--- config.mk ---
export PLATFORM = sky130hd
export DESIGN_NAME = fetch_sequencer
export DESIGN_NICKNAME = d
export VERILOG_FILES = /design/src/rtl/fetch_pkg.sv /design/src/rtl/fetch_timer.sv /design/src/rtl/fetch_sequencer.sv
export SDC_FILE = /design/constraint.sdc
export NUM_CORES = 1
export LEC_CHECK = 0
export CORE_MARGIN = 2
export CORE_UTILIZATION = 38
export DETAILED_ROUTE_END_ITERATION = 16
export GPL_TIMING_DRIVEN = 0
export PLACE_DENSITY = 0.86
export SYNTH_ARGS = -nofsm -noshare
export SYNTH_HDL_FRONTEND = slang
export SYNTH_SLANG_ARGS = --single-unit
--- constraint.sdc ---
create_clock -name clk -period 3 [get_ports clk]
set_clock_uncertainty 0.1 [all_clocks]
set_input_delay 0.6 -clock clk [delete_from_list [all_inputs] [get_ports clk]]
set_output_delay 0.6 -clock clk [all_outputs]
set_load 0.005 [all_outputs]
--- src/rtl/fetch_pkg.sv ---
// fetch_pkg: shared state encoding and default sizes for the instruction-fetch sequencer
package fetch_pkg;
    localparam int FETCH_ADDR_W  = 20;
    localparam int FETCH_DATA_W  = 16;
    localparam int FETCH_TIMEOUT = 15;
    typedef enum logic [2:0] {
        S_IDLE,
        S_REQ,
        S_HOLD,
        S_DRAIN,
        S_REDIRECT,
        S_FAULT
    } state_t;
endpackage

--- src/rtl/fetch_timer.sv ---
// fetch_timer: counts consecutive un-acked bus cycles and flags expiry
// Ports: clk, reset (async, active-high), active (count enable), clear (restart),
//        expire (high in the TIMEOUT-th consecutive active, un-cleared cycle)
module fetch_timer
    import fetch_pkg::*;
#(
    parameter int TIMEOUT = FETCH_TIMEOUT
) (
    input  logic clk,
    input  logic reset,
    input  logic active,
    input  logic clear,
    output logic expire
);
    localparam int CW = $clog2(TIMEOUT + 1);
    logic [CW-1:0] cnt;
    assign expire = active && !clear && cnt == CW'(TIMEOUT - 1);
    always_ff @(posedge clk or posedge reset) begin
        if (reset)
            cnt <= '0;
        else
            cnt <= (active && !clear) ? cnt + 1'b1 : '0;
    end
endmodule

--- src/rtl/fetch_sequencer.sv ---
// fetch_sequencer: sequences ipreg and the instruction memory port, hands words to decode
// Ports: clk, reset (async, active-high), run, ip (from ipreg), ip_inc/ip_load/ip_load_val
//        (to ipreg), mem_req/mem_addr/mem_ack/mem_rdata (memory bus), instr_valid/instr/
//        instr_ready (decode handshake), br_valid/br_target (redirect), fault (sticky timeout)
// Option: define FETCH_TIMEOUT_EN to enable the bus timeout and the FAULT state.
module fetch_sequencer
    import fetch_pkg::*;
#(
    parameter int ADDR_W = FETCH_ADDR_W,
    parameter int DATA_W = FETCH_DATA_W
`ifdef FETCH_TIMEOUT_EN
    ,
    parameter int TIMEOUT = FETCH_TIMEOUT
`endif
) (
    input  logic              clk,
    input  logic              reset,
    input  logic              run,
    input  logic [ADDR_W-1:0] ip,
    output logic              ip_inc,
    output logic              ip_load,
    output logic [ADDR_W-1:0] ip_load_val,
    output logic              mem_req,
    output logic [ADDR_W-1:0] mem_addr,
    input  logic              mem_ack,
    input  logic [DATA_W-1:0] mem_rdata,
    output logic              instr_valid,
    output logic [DATA_W-1:0] instr,
    input  logic              instr_ready,
    input  logic              br_valid,
    input  logic [ADDR_W-1:0] br_target,
    output logic              fault
);
    state_t state;
    logic   expire;
    logic   take_br;
    // Request is a pure decode of the state register so reset drops it immediately.
    assign mem_req  = state == S_REQ || state == S_DRAIN;
    assign mem_addr = mem_req ? ip : '0;
`ifdef FETCH_TIMEOUT_EN
    fetch_timer #(
        .TIMEOUT(TIMEOUT)
    ) u_timer (
        .clk   (clk),
        .reset (reset),
        .active(mem_req),
        .clear (mem_ack || (state == S_REQ && br_valid)),
        .expire(expire)
    );
    assign fault = state == S_FAULT;
`else
    assign expire = 1'b0;
    assign fault  = 1'b0;
`endif
    // A timeout outranks a redirect arriving in the same cycle.
    assign take_br = br_valid && state != S_FAULT && !expire;
    always_ff @(posedge clk or posedge reset) begin
        if (reset) begin
            state       <= S_IDLE;
            ip_inc      <= 1'b0;
            ip_load     <= 1'b0;
            ip_load_val <= '0;
            instr_valid <= 1'b0;
            instr       <= '0;
        end else begin
            ip_inc      <= 1'b0;
            ip_load     <= take_br;
            ip_load_val <= take_br ? br_target : '0;
            if (expire) begin
                state       <= S_FAULT;
                instr_valid <= 1'b0;
            end else if (take_br) begin
                // An outstanding request must still be drained before redirecting.
                instr_valid <= 1'b0;
                state       <= (mem_req && !mem_ack) ? S_DRAIN : S_REDIRECT;
            end else begin
                case (state)
                    S_IDLE:
                        if (run) state <= S_REQ;
                    S_REQ:
                        if (mem_ack) begin
                            instr       <= mem_rdata;
                            instr_valid <= 1'b1;
                            ip_inc      <= 1'b1;
                            state       <= S_HOLD;
                        end
                    S_HOLD:
                        if (instr_ready) begin
                            instr_valid <= 1'b0;
                            state       <= run ? S_REQ : S_IDLE;
                        end
                    S_DRAIN:
                        if (mem_ack) state <= S_REDIRECT;
                    S_REDIRECT:
                        state <= run ? S_REQ : S_IDLE;
                    default: ;
                endcase
            end
        end
    end
endmodule

==> out/results.txt, run 1 <==
layout filler cell count: 319
WL final: 4132 um
Syn. warnings: 0
Mapped Avg Cell Area: 12.90 sq um
post-synthesis sequential area ratio: 59.49%
Async S/R FF share, synth: 100.0%
post-DP HPWL: 3224 um
die area: 5211 sq um
Seq pwr share: 37.7%
internal power: 1608 uW
Largest stage delay, worst path: 0.51 ns
IO Port Bufs: 121
Worst EP required: 2.30 ns
DRC Markers: 0
crit share post-route: 89.22%
endpoints failing hold: 0
power share of the clock group: 16.6%
initial antenna violation count: 0
Synth Flop Type: dfrtp_1
Worst EP arrival: 1.98 ns
Post-Synthesis Cell Area: 1767 sq um
grt total ovfl: 0
final setup violation count: 0
maximum clock frequency: 373.6 MHz
CP Class: reg2out
Max-cap violations: 0
H-tree depth: 2
area of the multi-input gates: 643.1 sq um
Seq. cell area: 1051 sq um
die height: 72.19 um
TritonCTS clock tree: yes
Setup Buffers After CTS: 0
Yosys cell types: 28
Synthesized Nets: 199
Crit-path slowest cell: clkdlybuf4s50_1
TNS Setup: 0 ns
hold endpoint: instr[2]
#FFs+latches synth: 42
crit-path cells: buf_6, nand2b_4, inv_2, clkbuf_1, and2_1, clkdlybuf4s50_1
number of flops mapped to enable cells by yosys: 0
Routed WL per cell: 12.99 um
share of layout cells above drive strength 1: 12.41%
PostCTS Resize Cnt: 0
fin crit period: 2.677 ns
Final ANT Viol Nets: 0
Worst-Margin Slew: 0.8399 ns
core box area: 4414 sq um
RSZ-0062 raised after global routing: no
Reg2Reg Setup Slack: 1.38 ns
Initial Util: 40.02%
DR pass1 iterations: 4
max-slew violations: 0
hold path cells: 1
Setup crit start: state[2]
vias: 1401
Hold/Removal Path Class: reg2reg
row count: 24
Final nets: 327
1st-iter DRT viols: 38
switching pwr: 582.2 uW
P per Cell Area: 698.0 nW/um^2
status: complete, no violations
GPL Wtd Cong: 0.6513
Comb power frac: 45.6%
Worst R2R End: instr[13]
first-pass GRT wire length: 6465 um
Via density: 4.406
Clock transition at path regs: 0.07 ns
total CTS buffers: 5
vias in the first global route: 1392
switching part of the total: 26.58%
worst skew pair latency: 0.28 ns
Leak Pwr: 0.001389 uW
crit path max fanout: 10
startpoint types: flip-flop
VDD IR max: 356.4 uV
CTS root buf: clkbuf_8
Syn Inst Count: 137
FF-to-FF Start: state[1]
total I/O pin count: 123
setup ws final: 0.3233 ns
synthesis-to-finish area growth: 77.62%
largest net degree at the start of global routing: 43
dpl ws: 0.6190 ns
Clock Sinks: 42
Clock Path Buffers: 2
ant diodes: 0
Critical Path Sink Type: primary output
Hold-fix buffers, CTS: 0
hold_sp: instr[2]
die width: 72.19 um
Total Routing Usage GR: 16.13%
R2R cell count: 4
Slew HR: 43.92%
layout by cell type (no fill, tap or decap), drive strengths merged, types with 4 or more instances in the layout:
master,synthesis,final
clkbuf,3,9
mux2,16,16
inv,5,5
a31oi,4,4
clkdlybuf4s50,0,121
o21ai,4,4
and2,40,40
buf,5,5
dfrtp,42,42
layout make-up:
type                            count  share of cell area (%)
Timing Repair Buffer              121                   38.60
Buffer                              8                   1.715
Clock buffer                        6                   2.632
Inverter                            5                  0.5981
Clock inverter                      2                  0.3987
Sequential cell                    42                   33.49
Multi-Input combinational cell     82                   20.49
Tap cell                           52                   2.073
sequential cells by signal, summed over array words and instances (netlist names):
signal	cells
instr	16
instr_valid	1
ip_inc	1
ip_load	1
ip_load_val	20
state	3
layer usage:
| layer | part of all wire [%] | track usage, % | vias up |
|---|---|---|---|
| li1 | - | - | 695 |
| met1 | 38 | 17.98 | 636 |
| met2 | 52 | 28.54 | 68 |
| met3 | 9.9 | 7.639 | 2 |
| met4 | 0.31 | 2.516 | 0 |
| met5 | 0 | 0 | - |
worst max path at each step:
stage                               to  slack, ns  cells after the start
after floorplan           mem_addr[10]       1.22                      5
after global placement        instr[2]       0.52                      2
after detailed placement  mem_addr[18]       0.62                      3
after CTS                 mem_addr[14]       0.30                      6
after global routing      mem_addr[18]       0.18                      6
final                     mem_addr[14]       0.32                      6
cell usage after synthesis (all sizes together) (2+ instances only):
cell    instances  share of area (%)
inv             5                1.1
mux2           16                 12
nor2            2               0.43
and2           40                 14
buf             5                2.4
clkbuf          3               0.64
nand2b          2                1.1
dfrtp          42                 59
o21ai           4                1.1
and2b           2               0.85
a31oi           4                1.4
stage by stage:
stage               power [uW]  instances  utilization (%)  hold slack [ns]  area, sq um
floorplan                 1257        137                -           0.4041         1767
global placement          1822        310            68.93           0.3857         3043
detailed placement        1844        310            68.93           0.3923         3043
CTS                       2219        318            71.09           0.4090         3138
global route              2335        318            71.09           0.4145         3138
finish                    2190        318            71.09           0.4056         3138
logic make-up after synthesis:
| group | Yosys count | share of synthesized area (%) |
|---|---|---|
| AND/OR/NAND/NOR | 51 | 18.91 |
| flip-flops | 42 | 59.49 |
| multiplexers | 16 | 11.90 |
| buffers and inverters | 13 | 4.107 |
| AO/OA/AOI/OAI | 12 | 4.320 |
| adder cells (fa/ha/maj) | 1 | 0.5666 |
| other | 1 | 0.2123 |
| XOR/XNOR | 1 | 0.4958 |
worst max-delay path, delay by kind of cell, from the launching register on:
family                 cells  cell delay (ns)
buffers and inverters      4             0.99
DFF                        1             0.37
and+or+nand+nor            2             0.32
power by group through the flow:
stage               Clock, uW  Sequential [uW]  Combinational [uW]
finish                    365              826                1000
global route              409              848                1080
CTS                       379              827                1010
global placement            0              828                 994
floorplan                   0              847                 410
detailed placement          0              837                1010
Note: power is estimated with default switching activity, not from simulation.
==> inputs of run 2 (changes only) <==
Settings changed: REMOVE_ABC_BUFFERS from default to 1, SKIP_CTS_REPAIR_TIMING from default to 1, SLEW_MARGIN from default to 25.
==> run 2 against run 1 <==
Net effect:
- sequential power up 3.8%
- first-iteration DRC count up 37%
- clock power up 19%
- flip-flop and latch count unchanged
- die area unchanged
- final area down 0.16%
- critical path depth down 2
- global-route usage up 0.64 points
- fmax up 5.1%
- largest cell class unchanged
==> out/results.txt, run 2 (synthesis results as in run 1) <==
status: complete, no violations
share of layout cells above drive strength 1: 11.24% (-1.2 points)
CTS root buf: clkbuf_8
WL final: 4241 um (+2.6%)
1st-iter DRT viols: 52 (+37%)
Hold/Removal Path Class: reg2reg
Worst-Margin Slew: 0.6336 ns (-0.2063 ns)
IO Port Bufs: 121 (unchanged)
Top Registers: ip_load_val (20), instr (16), state (3)
core box area: 4414 sq um (unchanged)
length of routed wiring on met1: 1534 um (-1.7%)
Clock transition at path regs: 0.07 ns (about the same)
initial antenna violation count: 0 (unchanged)
total I/O pin count: 123 (unchanged)
register with the most flip-flops: ip_load_val
Leak Pwr: 0.001382 uW (-0.53%)
most frequent cells in the layout: clkdlybuf4s50_1 (121), dfrtp_1 (42), and2_1 (40)
fin crit period: 2.547 ns (-0.1295 ns)
RSZ-0062 raised after global routing: no
startpoint types: flip-flop
vias: 1435 (+2.4%)
die width: 72.19 um (unchanged)
synthesis-to-finish area growth: 77.34%
worst hold slack: 0.4071 ns (+0.001490 ns)
H-tree depth: 2 (unchanged)
Clock Path Buffers: 2 (unchanged)
worst skew pair latency: 0.28 ns (about the same)
Worst EP required: 2.30 ns (about the same)
maximum clock frequency: 392.6 MHz (+5.1%)
Final ANT Viol Nets: 0 (unchanged)
number of flip-flops under the largest register name: 20 (unchanged)
TritonCTS clock tree: yes
Max Used Layer: met4
P per Cell Area: 714.6 nW/um^2 (+2.4%)
DRC Markers: 0 (unchanged)
layout filler cell count: 343 (+7.5%)
die area: 5211 sq um (unchanged)
Slew HR: 57.76% (+14 points)
GPL Wtd Cong: 0.9049 (+39%)
VDD IR max: 360.3 uV (+1.1%)
DR pass1 iterations: 4 (unchanged)
TNS Setup: 0 ns (unchanged)
Worst EP arrival: 1.85 ns (-0.13 ns)
met3 wire length: 580 um (+41%)
largest net degree at the start of global routing: 24 (-44%)
crit path max fanout: 22 (+12)
final setup violation count: 0 (unchanged)
vias in the first global route: 1421 (+2.1%)
post-DP HPWL: 3353 um (+4.0%)
Reg2Reg Setup Slack: 1.19 ns (-0.19 ns)
die height: 72.19 um (unchanged)
Critical Path Sink Type: primary output
first-pass GRT wire length: 6720 um (+3.9%)
crit share post-route: 84.91% (-4.3 points)
max-slew violations: 0 (unchanged)
Max-cap violations: 0 (unchanged)
Routed WL per cell: 13.68 um (+5.3%)
met2 routed WL: 2064 um (-3.9%)
most common cell after layout, fill and taps aside: clkdlybuf4s50_1
Via density: 4.629 (+5.1%)
grt total ovfl: 0 (unchanged)
row count: 24 (unchanged)
Initial Util: 40.02% (unchanged)
Total Routing Usage GR: 16.77% (+0.64 points)
endpoints failing hold: 0 (unchanged)
ant diodes: 0 (unchanged)
Clock Sinks: 42 (unchanged)
Final nets: 320 (-2.1%)
CP Class: reg2out
total CTS buffers: 5 (unchanged)
## run 2: routing by layer
metal  track usage [%]  up-vias
li1                  -      686
met1             19.02      659
met2             28.03       83
met3             7.778        7
met4             5.451        0
met5                 0        -
## run 2: through the flow
step           power, uW  setup WS, ns  util [%]  instance area [sq um]  instances
6_report            2239        0.4528     70.98                   3133        310
4_1_cts             2271        0.4232     70.98                   3133        310
5_1_grt             2390        0.3291     70.98                   3133        310
3_5_place_dp        1823        0.6075     68.42                   3020        303
2_1_floorplan       1217         1.326         -                   1713        129
3_3_place_gp        1785        0.4089     67.72                   2989        302
## run 2: path summary, 6_finish.rpt
kind	start	end	cells past startpoint
worst max-delay path	state[2]	mem_addr[12]	4
worst min-delay path	instr[13]	instr[13]	1
worst max register to register	state[2]	instr[13]	4
worst min register to register	instr[13]	instr[13]	1
max in group asynchronous	reset	state[2]	3
min in group asynchronous	reset	instr[3]	2
## run 2: cell type report
class                      instances  area (sq um)  area share (%)
timing repair buffer             122          1239           39.54
sequential                        42          1051           33.55
multi-input combinational         82         646.9           20.65
clock buffer                       6         82.58           2.636
tap                               52         65.06           2.077
clock inverter                     1         30.03          0.9585
inverter                           5         18.77          0.5990
## run 2: worst max-delay path, cell delays in order, from the launching register on
cell and delay (ns):
dfrtp_1 0.48, nand2b_4 0.19, inv_2 0.22, and2_1 0.18, clkdlybuf4s50_1 0.50
## run 2: where the power goes
part	leakage, uW	internal (uW)	switching [uW]
registers	0.000534	744	113
clock network	0.0000573	266	170
logic	0.000790	653	293
==> inputs of run 3 (changes only) <==
Settings changed: CORE_UTILIZATION 38 to 31, PLACE_DENSITY 0.86 to 0.75.
Clock period 3 ns to 2.1 ns, I/O delays scaled along.
==> run 3 against run 2 <==
Net effect:
- utilization is 13 points lower
- combinational power is 44% higher
- highest routed layer unchanged
- register-to-register slack worse by 0.72 ns
==> out/results.txt, run 3 (synthesis results as in run 1) <==
Total Routing Usage GR: 13.52% (-3.3 points)
total CTS buffers: 5 (unchanged)
power share of the clock group: 16.8% (-2.7 points)
CP Class: reg2out
length of routed wiring on met1: 1536 um (+0.13%)
internal power: 2257 uW (+36%)
crit-path cells: nand2b_4, clkinv_8, clkdlybuf4s50_1
Worst EP required: 1.58 ns (-0.72 ns)
die height: 79.49 um (+10%)
max-slew violations: 0 (unchanged)
vias: 1448 (+0.91%)
Clock transition at path regs: 0.08 ns (about the same)
Clock Sinks: 42 (unchanged)
IO Port Bufs: 121 (unchanged)
Max-cap violations: 0 (unchanged)
worst skew pair latency: 0.29 ns (about the same)
met3 wire length: 525 um (-9.5%)
Crit-path slowest cell: clkdlybuf4s50_1
ant diodes: 0 (unchanged)
Clock Path Buffers: 2 (unchanged)
Final ANT Viol Nets: 0 (unchanged)
vias in the first global route: 1409 (-0.84%)
Max Used Layer: met4
most frequent cells in the layout: clkdlybuf4s50_1 (101), and2_1 (40), dfrtp_1 (40)
TritonCTS clock tree: yes
switching pwr: 840.2 uW (+46%)
VDD IR max: 457.5 uV (+27%)
CTS root buf: clkbuf_8
WL final: 4266 um (+0.59%)
grt total ovfl: 0 (unchanged)
post-DP HPWL: 3192 um (-4.8%)
maximum clock frequency: 495.1 MHz
Worst-Margin Slew: 0.6852 ns (+0.05163 ns)
Seq pwr share: 39.2% (+0.9 points)
Critical Path Sink Type: primary output
Largest stage delay, worst path: 0.50 ns (about the same)
final setup violation count: 0 (unchanged)
startpoint types: flip-flop
share of layout cells above drive strength 1: 12.31% (+1.1 points)
setup ws final: 0.08014 ns (-0.3726 ns)
H-tree depth: 2 (unchanged)
Initial Util: 32.08% (-7.9 points)
P per Cell Area: 967.3 nW/um^2 (+35%)
1st-iter DRT viols: 44 (-15%)
Hold/Removal Path Class: in2async
Routed WL per cell: 12.85 um (-6.1%)
fin crit period: 2.020 ns
status: complete, no violations
Slew HR: 54.32% (-3.4 points)
Worst EP arrival: 1.50 ns (-0.35 ns)
row count: 27 (+13%)
first-pass GRT wire length: 6589 um (-1.9%)
Core Util, Final: 58.15% (-13 points)
most common cell after layout, fill and taps aside: clkdlybuf4s50_1
synthesis-to-finish area growth: 81.23%
RSZ-0062 raised after global routing: no
total I/O pin count: 123 (unchanged)
initial antenna violation count: 0 (unchanged)
dpl ws: -0.02948 ns (-0.6369 ns)
largest net degree at the start of global routing: 32 (+33%)
DR pass1 iterations: 4 (unchanged)
crit share post-route: 96.18%
GPL Wtd Cong: 0.7862 (-13%)
Comb power frac: 43.9% (+1.7 points)
Via density: 4.361 (-5.8%)
Final nets: 321 (+0.31%)
met2 routed WL: 2172 um (+5.2%)
DRC Markers: 0 (unchanged)
Top Registers: ip_load_val (20), instr (16), state (3)
switching part of the total: 27.13% (+1.4 points)
crit path max fanout: 22 (unchanged)
register with the most flip-flops: ip_load_val
core box area: 5507 sq um (+25%)
endpoints failing hold: 0 (unchanged)
die width: 79.49 um (+10%)
Leak Pwr: 0.001718 uW (+24%)
number of flip-flops under the largest register name: 20 (unchanged)
die area: 6319 sq um (+21%)
-- run 3: cell count changes in the layout (fill, tap and decap cells not counted), moves of 2 or more --
cell,change
clkdlybuf4s50_1,-20
dlymetal6s2s_1,+20
dfrtp_1,-2
dfrtp_2,+2
-- run 3: final timing paths --
kind                          start               to  slack [ns]  cells after the start
setup / recovery           state[2]          mem_req        0.08                      3
hold / removal                reset  ip_load_val[15]        0.28                      2
setup reg to reg           state[2]         state[0]        0.47                      5
hold reg to reg            instr[7]         instr[7]        0.41                      1
max in group asynchronous     reset         state[2]        1.16                      3
min in group clk           instr[7]         instr[7]        0.41                      1
-- run 3: area by class of cell --
cell class	count	area, sq um
tap	72	90.09
clock buffer	7	86.33
clock inverter	1	5.005
timing repair buffer	123	1289
fill	452	2305
inverter	5	31.28
multi-input combinational	82	646.9
sequential	42	1054
-- run 3: power by group through the flow --
stage / clock, uW / sequential, uW / combinational (uW)
floorplan: 0 / 1240 / 500
global placement: 0 / 1220 / 1340
detailed placement: 0 / 1230 / 1360
CTS: 550 / 1220 / 1370
global route: 591 / 1250 / 1470
finish: 521 / 1220 / 1360
-- run 3: worst max-delay path, delay by kind of cell (launching register included) --
family	cells	cell delay, ns
and+or+nand+nor	1	0.18
buffers and inverters	2	0.59
DFF	1	0.44
-- run 3: metal layers --
layer	vias to the layer above	track usage (%)
li1	689	-
met1	684	14.72
met2	71	23.36
met3	4	6.222
met4	0	4.138
met5	-	0
-- run 3: metrics by stage --
stage                     std cells  hold slack, ns  instance area (sq um)  setup TNS (ns)  power, uW
after floorplan                 129          0.4042                   1713               0       1739
after global placement          322          0.3863                   3014          -17.13       2554
after detailed placement        323          0.3939                   3038         -0.2949       2598
after CTS                       331          0.2807                   3129          -5.869       3142
after global routing            332          0.2964                   3202               0       3315
final                           332          0.2818                   3202               0       3097
